`src/rtl/cpu_controller_pkg.sv`:
```
// Shared encodings for the multicycle controller: states, opcode/opext, cond codes,
// datapath select values, and the instruction-class decode helper.
package cpu_controller_pkg;

  localparam int unsigned STATE_W = 4;
  localparam int unsigned FIELD_W = 4;

  typedef enum logic [STATE_W-1:0] {
    ST_FETCH      = 4'd0,
    ST_FETCH_WAIT = 4'd1,
    ST_DECODE     = 4'd2,
    ST_EXEC_R     = 4'd3,
    ST_EXEC_CMP   = 4'd4,
    ST_EXEC_I     = 4'd5,
    ST_LD_ADDR    = 4'd6,
    ST_LD_WB      = 4'd7,
    ST_ST         = 4'd8,
    ST_BR         = 4'd9,
    ST_JMP        = 4'd10,
    ST_JAL        = 4'd11
  } state_t;

  typedef enum logic [3:0] {
    CLS_NOP, CLS_ALU, CLS_MOV, CLS_CMP, CLS_LOAD, CLS_STORE, CLS_BR, CLS_JMP, CLS_JAL
  } op_class_t;

  typedef enum logic [1:0] {
    PC_SRC_INC  = 2'd0,
    PC_SRC_REG  = 2'd1,
    PC_SRC_DISP = 2'd2
  } pc_src_t;

  typedef enum logic [1:0] {
    WB_ALU = 2'd0,
    WB_MEM = 2'd1,
    WB_PC  = 2'd2
  } wb_sel_t;

  // opcode field, instr[15:12]
  localparam logic [FIELD_W-1:0] OPC_RTYPE = 4'b0000;
  localparam logic [FIELD_W-1:0] OPC_ANDI  = 4'b0001;
  localparam logic [FIELD_W-1:0] OPC_ORI   = 4'b0010;
  localparam logic [FIELD_W-1:0] OPC_XORI  = 4'b0011;
  localparam logic [FIELD_W-1:0] OPC_MEM   = 4'b0100;
  localparam logic [FIELD_W-1:0] OPC_ADDI  = 4'b0101;
  localparam logic [FIELD_W-1:0] OPC_SUBI  = 4'b1001;
  localparam logic [FIELD_W-1:0] OPC_CMPI  = 4'b1011;
  localparam logic [FIELD_W-1:0] OPC_BCOND = 4'b1100;
  localparam logic [FIELD_W-1:0] OPC_MOVI  = 4'b1101;

  // opext field, instr[7:4]
  localparam logic [FIELD_W-1:0] EXT_AND   = 4'b0001;
  localparam logic [FIELD_W-1:0] EXT_OR    = 4'b0010;
  localparam logic [FIELD_W-1:0] EXT_XOR   = 4'b0011;
  localparam logic [FIELD_W-1:0] EXT_ADD   = 4'b0101;
  localparam logic [FIELD_W-1:0] EXT_SUB   = 4'b1001;
  localparam logic [FIELD_W-1:0] EXT_CMP   = 4'b1011;
  localparam logic [FIELD_W-1:0] EXT_MOV   = 4'b1101;
  localparam logic [FIELD_W-1:0] EXT_LOAD  = 4'b0000;
  localparam logic [FIELD_W-1:0] EXT_STOR  = 4'b0100;
  localparam logic [FIELD_W-1:0] EXT_JAL   = 4'b1000;
  localparam logic [FIELD_W-1:0] EXT_JCOND = 4'b1100;

  // cond field, instr[11:8]
  localparam logic [FIELD_W-1:0] COND_EQ = 4'b0000;
  localparam logic [FIELD_W-1:0] COND_NE = 4'b0001;
  localparam logic [FIELD_W-1:0] COND_CS = 4'b0010;
  localparam logic [FIELD_W-1:0] COND_CC = 4'b0011;
  localparam logic [FIELD_W-1:0] COND_LO = 4'b0100;
  localparam logic [FIELD_W-1:0] COND_HS = 4'b0101;
  localparam logic [FIELD_W-1:0] COND_LT = 4'b0110;
  localparam logic [FIELD_W-1:0] COND_GE = 4'b0111;
  localparam logic [FIELD_W-1:0] COND_UC = 4'b1110;

  typedef struct packed {
    logic      legal;
    op_class_t cls;
    state_t    target;
  } decode_t;

  // Illegal encodings report legal=0 with target FETCH and class NOP.
  function automatic decode_t decode_instr(input logic [FIELD_W-1:0] opcode,
                                           input logic [FIELD_W-1:0] opext);
    decode_t d;
    d.legal  = 1'b1;
    d.cls    = CLS_NOP;
    d.target = ST_FETCH;
    case (opcode)
      OPC_RTYPE: begin
        case (opext)
          EXT_AND, EXT_OR, EXT_XOR, EXT_ADD, EXT_SUB: begin
            d.cls = CLS_ALU; d.target = ST_EXEC_R;
          end
          EXT_MOV: begin d.cls = CLS_MOV; d.target = ST_EXEC_R;   end
          EXT_CMP: begin d.cls = CLS_CMP; d.target = ST_EXEC_CMP; end
          default: d.legal = 1'b0;
        endcase
      end
      OPC_ANDI, OPC_ORI, OPC_XORI, OPC_ADDI, OPC_SUBI: begin
        d.cls = CLS_ALU; d.target = ST_EXEC_I;
      end
      OPC_MOVI: begin d.cls = CLS_MOV; d.target = ST_EXEC_I; end
      OPC_CMPI: begin d.cls = CLS_CMP; d.target = ST_EXEC_I; end
      OPC_MEM: begin
        case (opext)
          EXT_LOAD:  begin d.cls = CLS_LOAD;  d.target = ST_LD_ADDR; end
          EXT_STOR:  begin d.cls = CLS_STORE; d.target = ST_ST;      end
          EXT_JCOND: begin d.cls = CLS_JMP;   d.target = ST_JMP;     end
          EXT_JAL:   begin d.cls = CLS_JAL;   d.target = ST_JAL;     end
          default:   d.legal = 1'b0;
        endcase
      end
      OPC_BCOND: begin d.cls = CLS_BR; d.target = ST_BR; end
      default:   d.legal = 1'b0;
    endcase
    return d;
  endfunction

endpackage

```
`src/rtl/cpu_controller_cond_eval.sv`:
```
// Branch/jump condition evaluation from the cond field and the flags register.
module cpu_controller_cond_eval
  import cpu_controller_pkg::*;
(
  input  logic [FIELD_W-1:0] cond,
  input  logic               z,
  input  logic               c,
  input  logic               n,
  input  logic               l,
  output logic               cond_true_c
);

  always_comb begin
    cond_true_c = 1'b0;
    case (cond)
      COND_EQ: cond_true_c = z;
      COND_NE: cond_true_c = ~z;
      COND_CS: cond_true_c = c;
      COND_CC: cond_true_c = ~c;
      COND_LO: cond_true_c = l;
      COND_HS: cond_true_c = ~l;
      COND_LT: cond_true_c = n;
      COND_GE: cond_true_c = ~n;
      COND_UC: cond_true_c = 1'b1;
      default: cond_true_c = 1'b0;
    endcase
  end

endmodule

```
`src/rtl/cpu_controller.sv`:
```
// Multicycle fetch/decode/execute/writeback sequencer; Moore outputs decoded from
// the state and the latched op class, with cond/flags gating pc_en in BR and JMP.
module cpu_controller
  import cpu_controller_pkg::*;
#(
  parameter int unsigned WIDTH     = 16,
  parameter int unsigned STATEBITS = 4
) (
  input  logic                 clk,
  input  logic                 reset,
  input  logic                 run,
  input  logic [FIELD_W-1:0]   opcode,
  input  logic [FIELD_W-1:0]   opext,
  input  logic [FIELD_W-1:0]   cond,
  input  logic                 z,
  input  logic                 c,
  input  logic                 n,
  input  logic                 l,
  output logic                 pc_en,
  output logic [1:0]           pc_src,
  output logic                 irwrite,
  output logic                 mem_addr_sel,
  output logic                 we_a,
  output logic                 regwrite,
  output logic [1:0]           wb_sel,
  output logic                 alu_src_imm,
  output logic                 flag_write,
  output logic                 retire,
  output logic [WIDTH-1:0]     retired,
  output logic [STATEBITS-1:0] state
);

  state_t    state_q, next_state;
  op_class_t cls_q;
  decode_t   dec;
  logic      cond_true_c;

  cpu_controller_cond_eval u_cond_eval (
    .cond        (cond),
    .z           (z),
    .c           (c),
    .n           (n),
    .l           (l),
    .cond_true_c (cond_true_c)
  );

  assign dec   = decode_instr(opcode, opext);
  assign state = STATEBITS'(state_q);

  always_ff @(posedge clk or negedge reset) begin
    if (!reset) state_q <= ST_FETCH;
    else        state_q <= next_state;
  end

  // Op class is captured while the IR is stable in DECODE.
  always_ff @(posedge clk or negedge reset) begin
    if (!reset)                    cls_q <= CLS_NOP;
    else if (state_q == ST_DECODE) cls_q <= dec.cls;
  end

  always_ff @(posedge clk or negedge reset) begin
    if (!reset)      retired <= '0;
    else if (retire) retired <= retired + WIDTH'(1);
  end

  always_comb begin
    next_state   = ST_FETCH;
    pc_en        = 1'b0;
    pc_src       = PC_SRC_INC;
    irwrite      = 1'b0;
    mem_addr_sel = 1'b0;
    we_a         = 1'b0;
    regwrite     = 1'b0;
    wb_sel       = WB_ALU;
    alu_src_imm  = 1'b0;
    flag_write   = 1'b0;
    retire       = 1'b0;
    case (state_q)
      ST_FETCH: next_state = run ? ST_FETCH_WAIT : ST_FETCH;
      ST_FETCH_WAIT: begin
        irwrite    = 1'b1;
        pc_en      = 1'b1;
        next_state = ST_DECODE;
      end
      // An illegal encoding retires here: the IR is only valid from DECODE on.
      ST_DECODE: begin
        next_state = dec.target;
        retire     = ~dec.legal;
      end
      ST_EXEC_R: begin
        regwrite   = 1'b1;
        flag_write = (cls_q != CLS_MOV);
        retire     = 1'b1;
      end
      ST_EXEC_CMP: begin
        flag_write = 1'b1;
        retire     = 1'b1;
      end
      ST_EXEC_I: begin
        alu_src_imm = 1'b1;
        regwrite    = (cls_q != CLS_CMP);
        flag_write  = (cls_q != CLS_MOV);
        retire      = 1'b1;
      end
      ST_LD_ADDR: begin
        mem_addr_sel = 1'b1;
        next_state   = ST_LD_WB;
      end
      ST_LD_WB: begin
        mem_addr_sel = 1'b1;
        regwrite     = 1'b1;
        wb_sel       = WB_MEM;
        retire       = 1'b1;
      end
      ST_ST: begin
        mem_addr_sel = 1'b1;
        we_a         = 1'b1;
        retire       = 1'b1;
      end
      ST_BR: begin
        pc_src = PC_SRC_DISP;
        pc_en  = cond_true_c;
        retire = 1'b1;
      end
      ST_JMP: begin
        pc_src = PC_SRC_REG;
        pc_en  = cond_true_c;
        retire = 1'b1;
      end
      ST_JAL: begin
        regwrite = 1'b1;
        wb_sel   = WB_PC;
        pc_src   = PC_SRC_REG;
        pc_en    = 1'b1;
        retire   = 1'b1;
      end
      default: next_state = ST_FETCH;
    endcase
  end

endmodule

```
`config.mk`:
```
export PLATFORM = sky130hd
export DESIGN_NAME = cpu_controller
export DESIGN_NICKNAME = d
export VERILOG_FILES = /design/src/rtl/cpu_controller_pkg.sv /design/src/rtl/cpu_controller_cond_eval.sv /design/src/rtl/cpu_controller.sv
export SDC_FILE = /design/constraint.sdc
export NUM_CORES = 1
export LEC_CHECK = 0
export CORE_UTILIZATION = 40
export CTS_BUF_LIST = sky130_fd_sc_hd__clkbuf_4
export DETAILED_ROUTE_END_ITERATION = 10
export PLACE_DENSITY = 0.81
export SYNTH_ARGS = -nofsm -noshare
export SYNTH_HDL_FRONTEND = slang
export SYNTH_SLANG_ARGS = --single-unit
export TNS_END_PERCENT = 5
```
`constraint.sdc`:
```
create_clock -name clk -period 5.53 [get_ports clk]
set_input_delay 1.106 -clock clk [delete_from_list [all_inputs] [get_ports clk]]
set_output_delay 1.106 -clock clk [all_outputs]
set_load 0.03 [all_outputs]
```
# Word-level counts from Yosys, hierarchy flattened
# Cells that the tools add are included.
# Widths: inputs -> output; s select.
# word_totals
ff_bits	24
ram_bits	0
romBits	0
latch_bits	0
inputBits	19
wordCells	84
mem_count	0
# classes
n_div	0
shifts	0
bitwise_logic	5
n_eq_ne	40
multipliers	0
magnitude_cmp	0
mux	19
n_reduce_logical	16
add_sub_neg	1
# op_table
operator	count
$eq 4x4->1 const B	14
$eq 4x3->1 const B	12
$pmux 8 s6	1
$eq 4x2->1 const B	8
$pmux 8 s4	1
$pmux 6 s3	1
$add 16x1->16 const B	1
$eq 4x1->1 const B	4
$logic_not 4->1	4
$pmux 4 s4	1
$reduce_or 8->1	2
$reduce_or 5->1	2
$pmux 1 s9	1
$ne 4x2->1 const B	2
$pmux 1 s2	4
$pmux 2 s2	2
$reduce_or 2->1	4
$mux 1	7
$reduce_or 7->1	1
$reduce_or 3->1	2
$not 1->1	5
$reduce_or 4->1	1
$pmux 1 s3	1

# Depth between registers and ports, before layout
# logic_depth
ltp_word	6
mapped_depth	7
mapped_depth_nobuf	5

# By module
# Synthesis repeated with hierarchy kept, for this count alone.
# unflattened
cells_unflattened	188
area_unflattened_um2	1591.5
# modules_own_cells
module	cells_each	n_inst	area_per_inst_um2
cpu_controller	179	1	1522.7
cpu_controller_cond_eval	9	1	68.8

# Least setup slack after synthesis
# OpenSTA, ideal clock, no wires.
# synth_path
path_kind	input -> output
startpoint	input port cond[3]
endpoint	output port pc_en
t_required_ps	4424
slack_ps	1934
arrival_ps	2490
path_stages	5
path_cell_list	o21ai_0 or2_2 o21ai_0 a221oi_1 nor4_1
# synth_via
elab_chain_len	3
elab_cells_between_ends	11
cone_classes	eq/ne: 8; mux: 2; reduce/logical: 1
# synth_lines
element	line_no	source
start, declared	cpu_controller.sv:14	input logic [FIELD_W-1:0] cond,
$eq 4x4->1 (tied with other cells)	cpu_controller_cond_eval.sv:15	case (cond)
$pmux 1 s9 *	cpu_controller_cond_eval.sv:15	
$pmux 1 s2 *	cpu_controller.sv:78	case (state_q)
end, declared	cpu_controller.sv:19	output logic pc_en,
# Mark *: on every way between the ends. The rest lies on a longest branch, timed or not.

# Worst setup path after layout
# layout_path
startpoint	input port opcode[1]
endpoint	output port retire
# layout_via
elab_chain_len	5
elab_cells_between_ends	14
cone_classes	eq/ne: 9; mux: 2; bitwise: 1; reduce/logical: 2
# layout_lines
element	line_no	source
start, declared	cpu_controller.sv:12	input logic [FIELD_W-1:0] opcode,
$eq 4x4->1 (tied with other cells)	cpu_controller_pkg.sv:88	case (opcode)
$reduce_or 8->1 (no line)	--	
$pmux 1 s3 *	cpu_controller_pkg.sv:88	
$not 1->1 *	cpu_controller.sv:88	retire = ~dec.legal;
$pmux 1 s2 *	cpu_controller.sv:78	
end, declared	cpu_controller.sv:28	output logic retire,
# Marks and branches as above.

==> results.sh <==
export IMPL_die_w_um=65.77
export IMPL_synthSimpleGateAreaFrac_pct=29.23
export IMPL_ys_top_cells_by_count="24 x dfrtp_1, 19 x nor2_1, 16 x nand2_1"
export IMPL_wl_per_cell_um=13.27
export IMPL_min_from="retired[15]"
export IMPL_grt_max_degree=25
export IMPL_setup_violations=0
export IMPL_whs_ns=0.4790
export IMPL_post_route_period_util_pct=85.32
export IMPL_synth_top_family_by_area="simple AND/OR/NAND/NOR gates"
export IMPL_yosysMostFrequentCell="dfrtp_1"
export IMPL_cts_resized=0
export IMPL_rr_endpoint="retired[1]"
export IMPL_antenna_cells=0
export IMPL_fmax_mhz=211.9
export IMPL_synth_xor_area_share_pct=8.615
export IMPL_area_delta_synth_final_pct=32.15
export IMPL_synth_warnings=0
export IMPL_synthArstFlopShare_pct=100.0
export IMPL_syn_area_per_cell_um2=9.295
export IMPL_cts_clk_slew_worst_paths_ns=0.11
export IMPL_placementRows=22
export IMPL_finalHoldViolCount=0
export IMPL_required_ns=4.42
export IMPL_cts_made_buffers=3
export IMPL_multi_input_area_um2=950.9
export IMPL_ys_types=49
export IMPL_nets=240
export IMPL_io_buffers=50
export IMPL_synth_edff_count=0
export IMPL_hold_depth=1
export IMPL_first_pass_iters=4
export IMPL_reg2reg_from="state[1]"
export IMPL_postCtsSetupRepairBufs=0
export IMPL_synthAdderAreaFrac_pct=0.7692
export IMPL_dieArea_um2=4326
export IMPL_powerDensity_nw_per_um2=338.8
export IMPL_synthCells=175
export IMPL_grt_pass1_wl_um=6009
export IMPL_num_fill_cells=358
export IMPL_ys_ff_latch=24
export IMPL_status="finished, final reports clean"
export IMPL_grt_setup_unrepaired="false"
export IMPL_synthMuxAreaShare_pct=2.615
export IMPL_cpMostUsedCell="clkdlybuf4s50_1"
export IMPL_io_pins=51
export IMPL_startpoint_type="primary input"
export IMPL_cts_sinks=24
export IMPL_place_congestion=0.8934
export IMPL_regArea_um2=600.6
export IMPL_synth_compound_area_share_pct=17.23
export IMPL_yosysSeqAreaShare_pct=36.92
export IMPL_gr_usage_all_layers_pct=17.64
export IMPL_final_max_slew_viol_count=0
export IMPL_h_tree_depth=1
export IMPL_ys_flop_type="dfrtp_1"
export IMPL_hold_path_end="retired[15]"
export IMPL_worstRegToRegCells=4
export IMPL_vias=1462
export IMPL_arrival_ns=3.61
export IMPL_cts_root_buf="clkbuf_4"
export IMPL_r2r_slack_ns=3.37
export IMPL_worstPathCellList="clkdlybuf4s50_1, nor2_1, nand4_1, a41oi_4, inv_1, clkdlybuf4s50_1"
export IMPL_overflow=0
export IMPL_insertion_delay_ns=0.30
export IMPL_drtIter0Drc=71
export IMPL_fin_crit_ns=4.718
export IMPL_hold_path_class="flip-flop to flip-flop"
export IMPL_synth_nets=195
export IMPL_post_dp_hpwl_um=2782
export IMPL_tritoncts="done"
export IMPL_critical_path_max_fanout=18
export IMPL_routed_wl_um=3529
export IMPL_cp_depth=6
export IMPL_syn_cell_area_um2=1627
export IMPL_synthTopCellsByArea="dfrtp_1 37%, xor2_1 7.0%, nor2_1 4.4%"
export IMPL_crit_slowest_cell="a41oi_4"
export IMPL_core_area_um2=3771
export IMPL_critPathMaxStageDelay_ns=0.66
export IMPL_drc_errors=0
export IMPL_chipHeight_um=65.77
export IMPL_cp_num_buf_inv=3
export IMPL_start_util_pct=43.13
export IMPL_slew_headroom_pct=32.06
export IMPL_cts_hold_buf=0
export IMPL_final_cell_area_um2=2150
export IMPL_placed_area_um2=2127
export IMPL_tightest_slew_ns=1.016
export IMPL_clockBufferDepth=2
export IMPL_final_antenna_net_count=0
export IMPL_vias_per_cell=5.496
export IMPL_maxCapViolCount=0
export IMPL_p_leak_nw=0.8660
export IMPL_drive_gt1_share_pct=7.798
export IMPL_antenna_found_initial=0
export IMPL_grt_pass1_vias=1343
export IMPL_synth_largest_area_cell="dfrtp_1"
export IMPL_synth_top_area_share_pct=36.92
export IMPL_skew_ns=0.007808
export IMPL_end_kind="output pin"
export IMPL_tns_ns=0
export IMPL_crit_type="primary input to output pin"
export IMPL_irDropWorstVdd_v=0.0002219
export IMPL_critPathTopFamily="buffers and inverters"
[cells in the final DEF (no fill, tap or decap), drive strengths merged, types with 5 or more instances in the layout]
cell           count
o21ai              5
dfrtp             24
nand2             17
nand4              5
nor2              19
xor2              13
nor3              12
a21oi              7
clkdlybuf4s50     50
nand2b             5
nand3              5
[registers in the layout, indices dropped and copies added (netlist names)]
register  cells
retired      16
state         4
cls_q         4
[report_power, final]
group / leakage [nW] / total, mW / internal (mW) / switching, mW
Combinational: 0.537 / 0.386 / 0.161 / 0.224
Sequential: 0.316 / 0.272 / 0.213 / 0.0591
Clock: 0.0138 / 0.0706 / 0.0254 / 0.0452
[worst max path at each step]
stage | slack, ns | end | start
2_1_floorplan | 1.93 | pc_en | cond[3]
3_3_place_gp | 0.86 | retire | opcode[1]
3_5_place_dp | 0.82 | retire | opcode[1]
4_1_cts | 0.81 | retire | opcode[1]
5_1_grt | 0.63 | retire | opcode[1]
6_report | 0.81 | retire | opcode[1]
[logic make-up (layout without fill, tap and decap cells)]
| logic type | count (synthesis) | after routing |
|---|---|---|
| simple gates | 82 | 82 |
| buf+inv | 14 | 57 |
| mux | 4 | 4 |
| xor+xnor | 16 | 16 |
| flops | 24 | 24 |
| fa+ha+maj | 1 | 1 |
| compound gates | 34 | 34 |
[metal layers]
metal	vias up	global-route usage, %	routed length, um
met5	-	0	0
met4	0	5.435	19
met3	2	2.069	113
met2	30	28.57	1705
met1	704	24.43	1690
li1	726	-	-
[per-stage QoR]
step                      cells  setup WS [ns]  util, %  power (mW)
after global placement      263         0.8609    56.40      0.6562
after CTS                   266         0.8123    57.00      0.7360
after floorplan             175          1.934        -      0.5289
final                       266         0.8116    57.00      0.7283
after detailed placement    263         0.8156    56.40      0.6623
after global routing        266         0.6287    57.00      0.7833
[area by class of cell]
class | count | share of cell area, %
clock buffer | 3 | 1.048
inverter | 4 | 0.6985
multi-input combinational | 137 | 44.24
sequential | 24 | 27.94
tap | 48 | 2.794
timing repair buffer | 50 | 23.28
Power figures use the tool's default switching activity.
